<file path="config.mk">
export PLATFORM = sky130hd
export DESIGN_NAME = fetch_unit
export DESIGN_NICKNAME = d
export VERILOG_FILES = /design/src/rtl/riscv_pkg.sv /design/src/rtl/if_id_register.sv /design/src/rtl/fetch_unit.sv
export SDC_FILE = /design/constraint.sdc
export NUM_CORES = 1
export LEC_CHECK = 0
export ABC_CLOCK_PERIOD_IN_PS = 2550
export CAP_MARGIN = 30
export CORE_MARGIN = 8
export CORE_UTILIZATION = 45
export DETAILED_ROUTE_END_ITERATION = 10
export PLACE_DENSITY = 0.78
export SYNTH_ARGS = -nofsm -noshare
export SYNTH_HDL_FRONTEND = slang
export SYNTH_SLANG_ARGS = --single-unit
</file>
<file path="constraint.sdc">
create_clock -name clk -period 2.55 [get_ports clk]
set_input_delay 0.255 -clock clk [delete_from_list [all_inputs] [get_ports clk]]
set_output_delay 0.255 -clock clk [all_outputs]
set_load 0.005 [all_outputs]
</file>
<file path="src/rtl/riscv_pkg.sv">
// Shared RISC-V pipeline constants, fetch FSM encoding and IF/ID control type.
// Imported by the fetch stage and its pipeline register.
package riscv_pkg;

    localparam logic [31:0] NOP_INSTR    = 32'h0000_0013;
    localparam logic [31:0] EBREAK_INSTR = 32'h0010_0073;

    localparam logic [0:0] RUN  = 1'b0;
    localparam logic [0:0] HALT = 1'b1;

    typedef enum logic [1:0] {
        IFID_LOAD,
        IFID_HOLD,
        IFID_BUBBLE
    } ifid_ctrl_t;

    // Instruction fetch is word-granular, so redirect targets drop bits [1:0].
    function automatic logic [31:0] word_align(input logic [31:0] addr);
        return {addr[31:2], 2'b00};
    endfunction

endpackage

</file>
<file path="src/rtl/if_id_register.sv">
// IF/ID pipeline register: loads a fetched instruction, holds it, or
// replaces it with a bubble while keeping the last PC/link values.
module if_id_register
    import riscv_pkg::*;
(
    input  logic        clk,
    input  logic        rst_n,
    input  ifid_ctrl_t  ctrl,
    input  logic [31:0] instr_in,
    input  logic [31:0] pc_in,
    input  logic [31:0] pc4_in,
    output logic [31:0] instr,
    output logic [31:0] pc,
    output logic [31:0] pc4,
    output logic        valid
);

    // NOTE: state registers use non-blocking assignments so every flop samples pre-edge values.
    always_ff @(posedge clk) begin
        if (!rst_n) begin
            instr <= NOP_INSTR;
            pc    <= 32'h0;
            pc4   <= 32'h0;
            valid <= 1'b0;
        end else begin
            case (ctrl)
                IFID_LOAD: begin
                    instr <= instr_in;
                    pc    <= pc_in;
                    pc4   <= pc4_in;
                    valid <= 1'b1;
                end
                IFID_BUBBLE: begin
                    instr <= NOP_INSTR;
                    valid <= 1'b0;
                end
                default: ;
            endcase
        end
    end

endmodule

</file>
<file path="src/rtl/fetch_unit.sv">
// Instruction-fetch stage: owns the PC, drives the instruction memory address,
// and steers the IF/ID register through stall, flush, redirect and EBREAK halt.
module fetch_unit
    import riscv_pkg::*;
#(
    parameter logic [31:0] RESET_PC = 32'h0000_0000
) (
    input  logic        clk,
    input  logic        rst_n,
    input  logic        STALL_IF,
    input  logic        FLUSH_IF,
    input  logic        REDIRECT_EX,
    input  logic [31:0] TARGET_EX,
    output logic [31:0] A_IM,
    input  logic [31:0] RD_IM,
    output logic [31:0] INSTR_ID,
    output logic [31:0] PC_ID,
    output logic [31:0] PC4_ID,
    output logic        VALID_ID,
    output logic        HALTED,
    output logic        MISALIGN
);

    logic [31:0] pc;
    logic [31:0] pc_next;
    logic [31:0] pc_plus4;
    logic [0:0]  state;
    logic [0:0]  state_next;
    logic        misalign_q;
    logic        ebreak_hit;
    ifid_ctrl_t  ifid_ctrl;

    assign pc_plus4 = pc + 32'd4;

    // EBREAK only counts when it actually lands in IF/ID as a real instruction.
    assign ebreak_hit = (state == RUN) && !REDIRECT_EX && !FLUSH_IF && !STALL_IF &&
                        (RD_IM == EBREAK_INSTR);

    // NOTE: every output of this block gets a default first, so no latch is inferred.
    always_comb begin
        pc_next    = pc_plus4;
        state_next = state;
        ifid_ctrl  = IFID_LOAD;

        if (REDIRECT_EX) begin
            pc_next    = word_align(TARGET_EX);
            state_next = RUN;
        end else if (STALL_IF || (state == HALT) || ebreak_hit) begin
            pc_next = pc;
        end

        if (ebreak_hit) begin
            state_next = HALT;
        end

        if (REDIRECT_EX || FLUSH_IF) begin
            ifid_ctrl = IFID_BUBBLE;
        end else if (STALL_IF) begin
            ifid_ctrl = IFID_HOLD;
        end else if (state == HALT) begin
            ifid_ctrl = IFID_BUBBLE;
        end
    end

    always_ff @(posedge clk) begin
        if (!rst_n) begin
            pc         <= RESET_PC;
            state      <= RUN;
            misalign_q <= 1'b0;
        end else begin
            pc         <= pc_next;
            state      <= state_next;
            misalign_q <= REDIRECT_EX && (TARGET_EX[1:0] != 2'b00);
        end
    end

    if_id_register u_if_id (
        .clk      (clk),
        .rst_n    (rst_n),
        .ctrl     (ifid_ctrl),
        .instr_in (RD_IM),
        .pc_in    (pc),
        .pc4_in   (pc_plus4),
        .instr    (INSTR_ID),
        .pc       (PC_ID),
        .pc4      (PC4_ID),
        .valid    (VALID_ID)
    );

    // The memory must see the reset vector even before the first reset edge.
    assign A_IM     = rst_n ? pc : RESET_PC;
    assign HALTED   = (state == HALT);
    assign MISALIGN = misalign_q;

endmodule

</file>
; Word level (Yosys, flattened, before mapping)
; Cells that the tools add are included.
[classes]
add_sub_neg = 1
n_eq_ne = 3
n_mux = 10
bitwise_logic = 2
reduce_logical = 16
[ops]
columns = op, count
row1 = two-way mux 32 bit, 3
row2 = case mux 32 bit (2 select lines), 1
row3 = "adder 32 x 3 -> 32 bit, second input constant", 1
row4 = "== test 32 x 21 -> 1 bit, second input constant", 1
row5 = two-way mux 2 bit, 3
row6 = nonzero test 2 bit, 3
row7 = logical AND 1 bit, 5
row8 = zero test 1 bit, 3
row9 = logical OR 1 bit, 3
row10 = "== test 2 bit, second input constant", 1
row11 = zero test 2 bit, 1
row12 = two-way mux 1 bit, 2
row13 = "inequality test 2 bit, second input constant", 1
row14 = inverter 1 bit, 2
row15 = case mux 1 bit (2 select lines), 1
row16 = OR reduction 2 bit, 1
[word_totals]
regBits = 131
in_bits = 69
output_inout_bits = 131
wordCells = 40

; Depth between registers and ports, before layout
[logic_depth]
ltp_word = 8
ltp_mapped = 7
ltp_nobuf = 6

; Hierarchy
; A second synthesis with hierarchy kept.
[unflattened]
cells_unflattened = 759
hier_area_um2 = 6152.2
[by_module_without_submodules]
columns = mod, instances, cells_each, area_each_um2, seq_area_each_um2
row1 = if_id_register, 1, 437, 3713.6, 1941.9
row2 = fetch_unit, 1, 322, 2438.6, 640.6

; Worst setup path before layout
; No wires, ideal clock.
[synth_path]
path_kind = register to register
start = register pc[2]
end = register pc[30]
setup_time_ns = 0.074
arrival_time_ns = 1.997
required_time_ns = 2.476
setup_slack_ns = 0.479
path_stages_with_launch = 7
path_buffers = 0
period_less_slack_ns = 2.071
path_cell_list = dfxtp_1 ha_1 and4_1 nand4_1 or4_1 or3_1 a31oi_1
[synth_via]
elab_chain_cells = 3
[synth_lines]
columns = item, line_no
row1 = "start, declared", fetch_unit.sv:24  ; logic [31:0] pc;
row2 = "start signal, assigned", fetch_unit.sv:71  ; pc <= pc_next;
row3 = adder 32 x 3 -> 32 bit, fetch_unit.sv:33  ; assign pc_plus4 = pc + 32'd4;
row4 = two-way mux 32 bit, fetch_unit.sv:48  ; end else if (STALL_IF || (state == HALT) || ebreak_hit) begin
row5 = two-way mux 32 bit, fetch_unit.sv:45  ; if (REDIRECT_EX) begin
; No other way between the ends. The select of a mux whose other input is x is not followed.
; A chain may end at the register's enable or synchronous reset.

; Worst setup path in the final report
; Ends and elaborated chain as after synthesis.

==> impl_metrics.tcl <==
set metrics [dict create \
    outcome "complete, no violations" \
    slew_viol_final 0 \
    ys_ff_latch 125 \
    die_w_um 128 \
    relSlewSlack 0.398 \
    dp.cells 1012 \
    start_util 0.463 \
    multiInputGateArea_um2 2810 \
    fillers 1024 \
    layout_worst_path_cycle_share 0.883 \
    cts-root-buf "clkbuf_16" \
    post-dp-hpwl_mm 13.3 \
    grtUsageTotal 0.225 \
    syn_inst 686 \
    drt_iter0_markers 459 \
    worst_slew_pin_slew_ns 0.903 \
    antenna_found_initial 0 \
    setup_viol 0 \
    worstPathCellList "ha_1, and4_1, nand4_1, or4_1, or3_1, a31oi_1" \
    grt_pass1_vias 5615 \
    cts.clk_slew.worst_paths_ns 0.05 \
    max-cap-violations 0 \
    area_growth_syn_to_layout_pct 47.5 \
    die_area_um2 16300 \
    fin_cells 1043 \
    synth_area_leaders "dfxtp_1 (45%), nand2_1 (5.8%), a21oi_1 (4.3%)" \
    drtAntennaViolNets 0 \
    yosysWarningCount 0 \
    dieHeight_um 128 \
    required_ns 2.89 \
    first_pass_iters 7 \
    ctsHoldBuffers 0 \
    async_flop_share 0 \
    dr_total_vias 5830 \
    yosysTopAreaCellShare 0.446 \
    postCtsSetupBuffers 0 \
    diodes 0 \
    fin_tns_setup_ns 0 \
    postSynthAreaPerCell_um2 8.18 \
    num_io_pins 200 \
    numClockSinks 125 \
    vias_per_cell 5.59 \
    routedWlPerCell_um 18.0 \
    hold_violations 0 \
    slowest_stage "or4_1" \
    grt_max_degree 118 \
    path_max_fanout 5 \
    synth_edf_count 0 \
    path_delay_family "simple AND/OR/NAND/NOR gates" \
    drive_above_1_share 0.0754 \
    wl_mm 18.7 \
    irDropWorstVdd_uv 481 \
    grt_overflow 0 \
    final_nets 933 \
    gp_congestion 0.893 \
    min_path_type "in -> reg" \
    numCtsBuffers 17 \
    syn_area_um2 5610 \
    cts_resized 0 \
    coreArea_um2 12100 \
    rsz0062_at_grt "no" \
    regArea_um2 2500 \
    clk_path_buf_depth 2 \
    path_class "reg -> reg" \
    worst-endpoint-arrival_ns 2.59 \
    insertion_delay_ns 0.42 \
    crit_buf_inv 0 \
    final_util 0.683 \
    ys_seq_area_frac 0.446 \
    num_rows 40 \
    fin_crit_ns 2.25 \
    max_stage_delay_ns 0.60 \
    end_kind "flop" \
    cts.htree.levels 4 \
    cts_tree "built" \
    synth_top_area_cell "dfxtp_1" \
    clock_skew_ns 0.00596 \
    port_buffers 193 \
    fmax_mhz 444 \
    r2r_setup_slack_ns 0.30 \
    p_leak_uw 0.00282 \
    synth.distinct_cells 47 \
    powerDensity_nw_per_um2 602 \
    grt_pass1_wl_mm 29.2 \
    drc 0 \
    synth_flop_cell "dfxtp_1" \
    cp-start-kind "flop" \
]
[report_power, final]
part / switching (uW) / internal, uW
Clock: 836 / 1430
Sequential: 75.7 / 2030
Combinational: 277 / 328
Total: 1190 / 3790
[layout make-up]
| class | instances | share of cell area |
|---|---|---|
| Multi-Input combinational cell | 493 | 0.339 |
| Sequential cell | 125 | 0.303 |
| Timing Repair Buffer | 222 | 0.264 |
| Clock buffer | 25 | 0.0599 |
| Tap cell | 168 | 0.0254 |
| Clock inverter | 6 | 0.00726 |
| Inverter | 4 | 0.00182 |
[Yosys cell counts, drive strengths merged, types with 17 or more instances]
master,count
dfxtp,125
nand2,87
nor2,63
o21ai,49
a21oi,48
clkbuf,44
and2,33
a22oi,28
buf,25
a211oi,21
a31oi,21
or3,19
xor2,17
[metrics by stage]
step	power, uW	hold slack, ns	instance area (um2)	setup slack (ns)
after global placement	2730	0.442	7720	0.111
after floorplan	2400	0.399	5630	0.479
final	4980	0.269	8270	0.300
after global routing	5160	0.273	8270	0.152
after CTS	5000	0.254	8270	0.297
after detailed placement	2750	0.451	7720	0.127
[per-layer routing]
metal	vias up	routed length, um	track usage	share of wire
met3	49	1660	0.0886	0.089
met4	0	571	0.0986	0.030
met2	261	8630	0.361	0.46
li1	2773	-	-	-
met1	2747	7880	0.260	0.42
met5	-	0	0	0
[flip-flops by register name, summed over array words and instances, names as in the netlist]
name	count
pc	30
u_if_id.valid	1
u_if_id.instr	32
HALTED	1
u_if_id.pc4	30
u_if_id.pc	30
MISALIGN	1
[worst reg2reg max path: cells and delay by family, from the launching register on]
kind | cells | cell delay (ns)
adder cells (fa/ha/maj) | 1 | 0.18
flip-flops | 1 | 0.34
AO/OA/AOI/OAI | 1 | 0.17
AND/OR/NAND/NOR | 4 | 1.49
[placed cells by master, fill, tap and decap left out, drive strengths merged, types with 25 or more instances in the layout]
cell type / count
dfxtp: 125
and2: 33
clkdlybuf4s50: 192
clkbuf: 25
buf: 30
a21oi: 48
a22oi: 28
o21ai: 49
nor2: 63
nand2: 87
[worst paths after layout]
path | from | endpoint | cells past startpoint
max | pc[2]$_SDFFE_PN0P_ | pc[30]$_SDFFE_PN0P_ | 6
min | rst_n | pc[14]$_SDFFE_PN0P_ | 3
max reg2reg | pc[2]$_SDFFE_PN0P_ | pc[30]$_SDFFE_PN0P_ | 6
min reg2reg | u_if_id.pc[12]$_SDFFE_PN0N_ | u_if_id.pc[12]$_SDFFE_PN0N_ | 2
[cells by family after synthesis]
logic type               after synthesis  synth area share
other                                  1          0.000669
AO/OA/AOI/OAI                        184             0.203
multiplexers                           1           0.00178
buffers and inverters                 73            0.0569
adder cells (fa/ha/maj)                1           0.00223
AND/OR/NAND/NOR                      272             0.244
flip-flops                           125             0.446
XOR/XNOR                              29            0.0453
(Power assumes the default switching activity.)
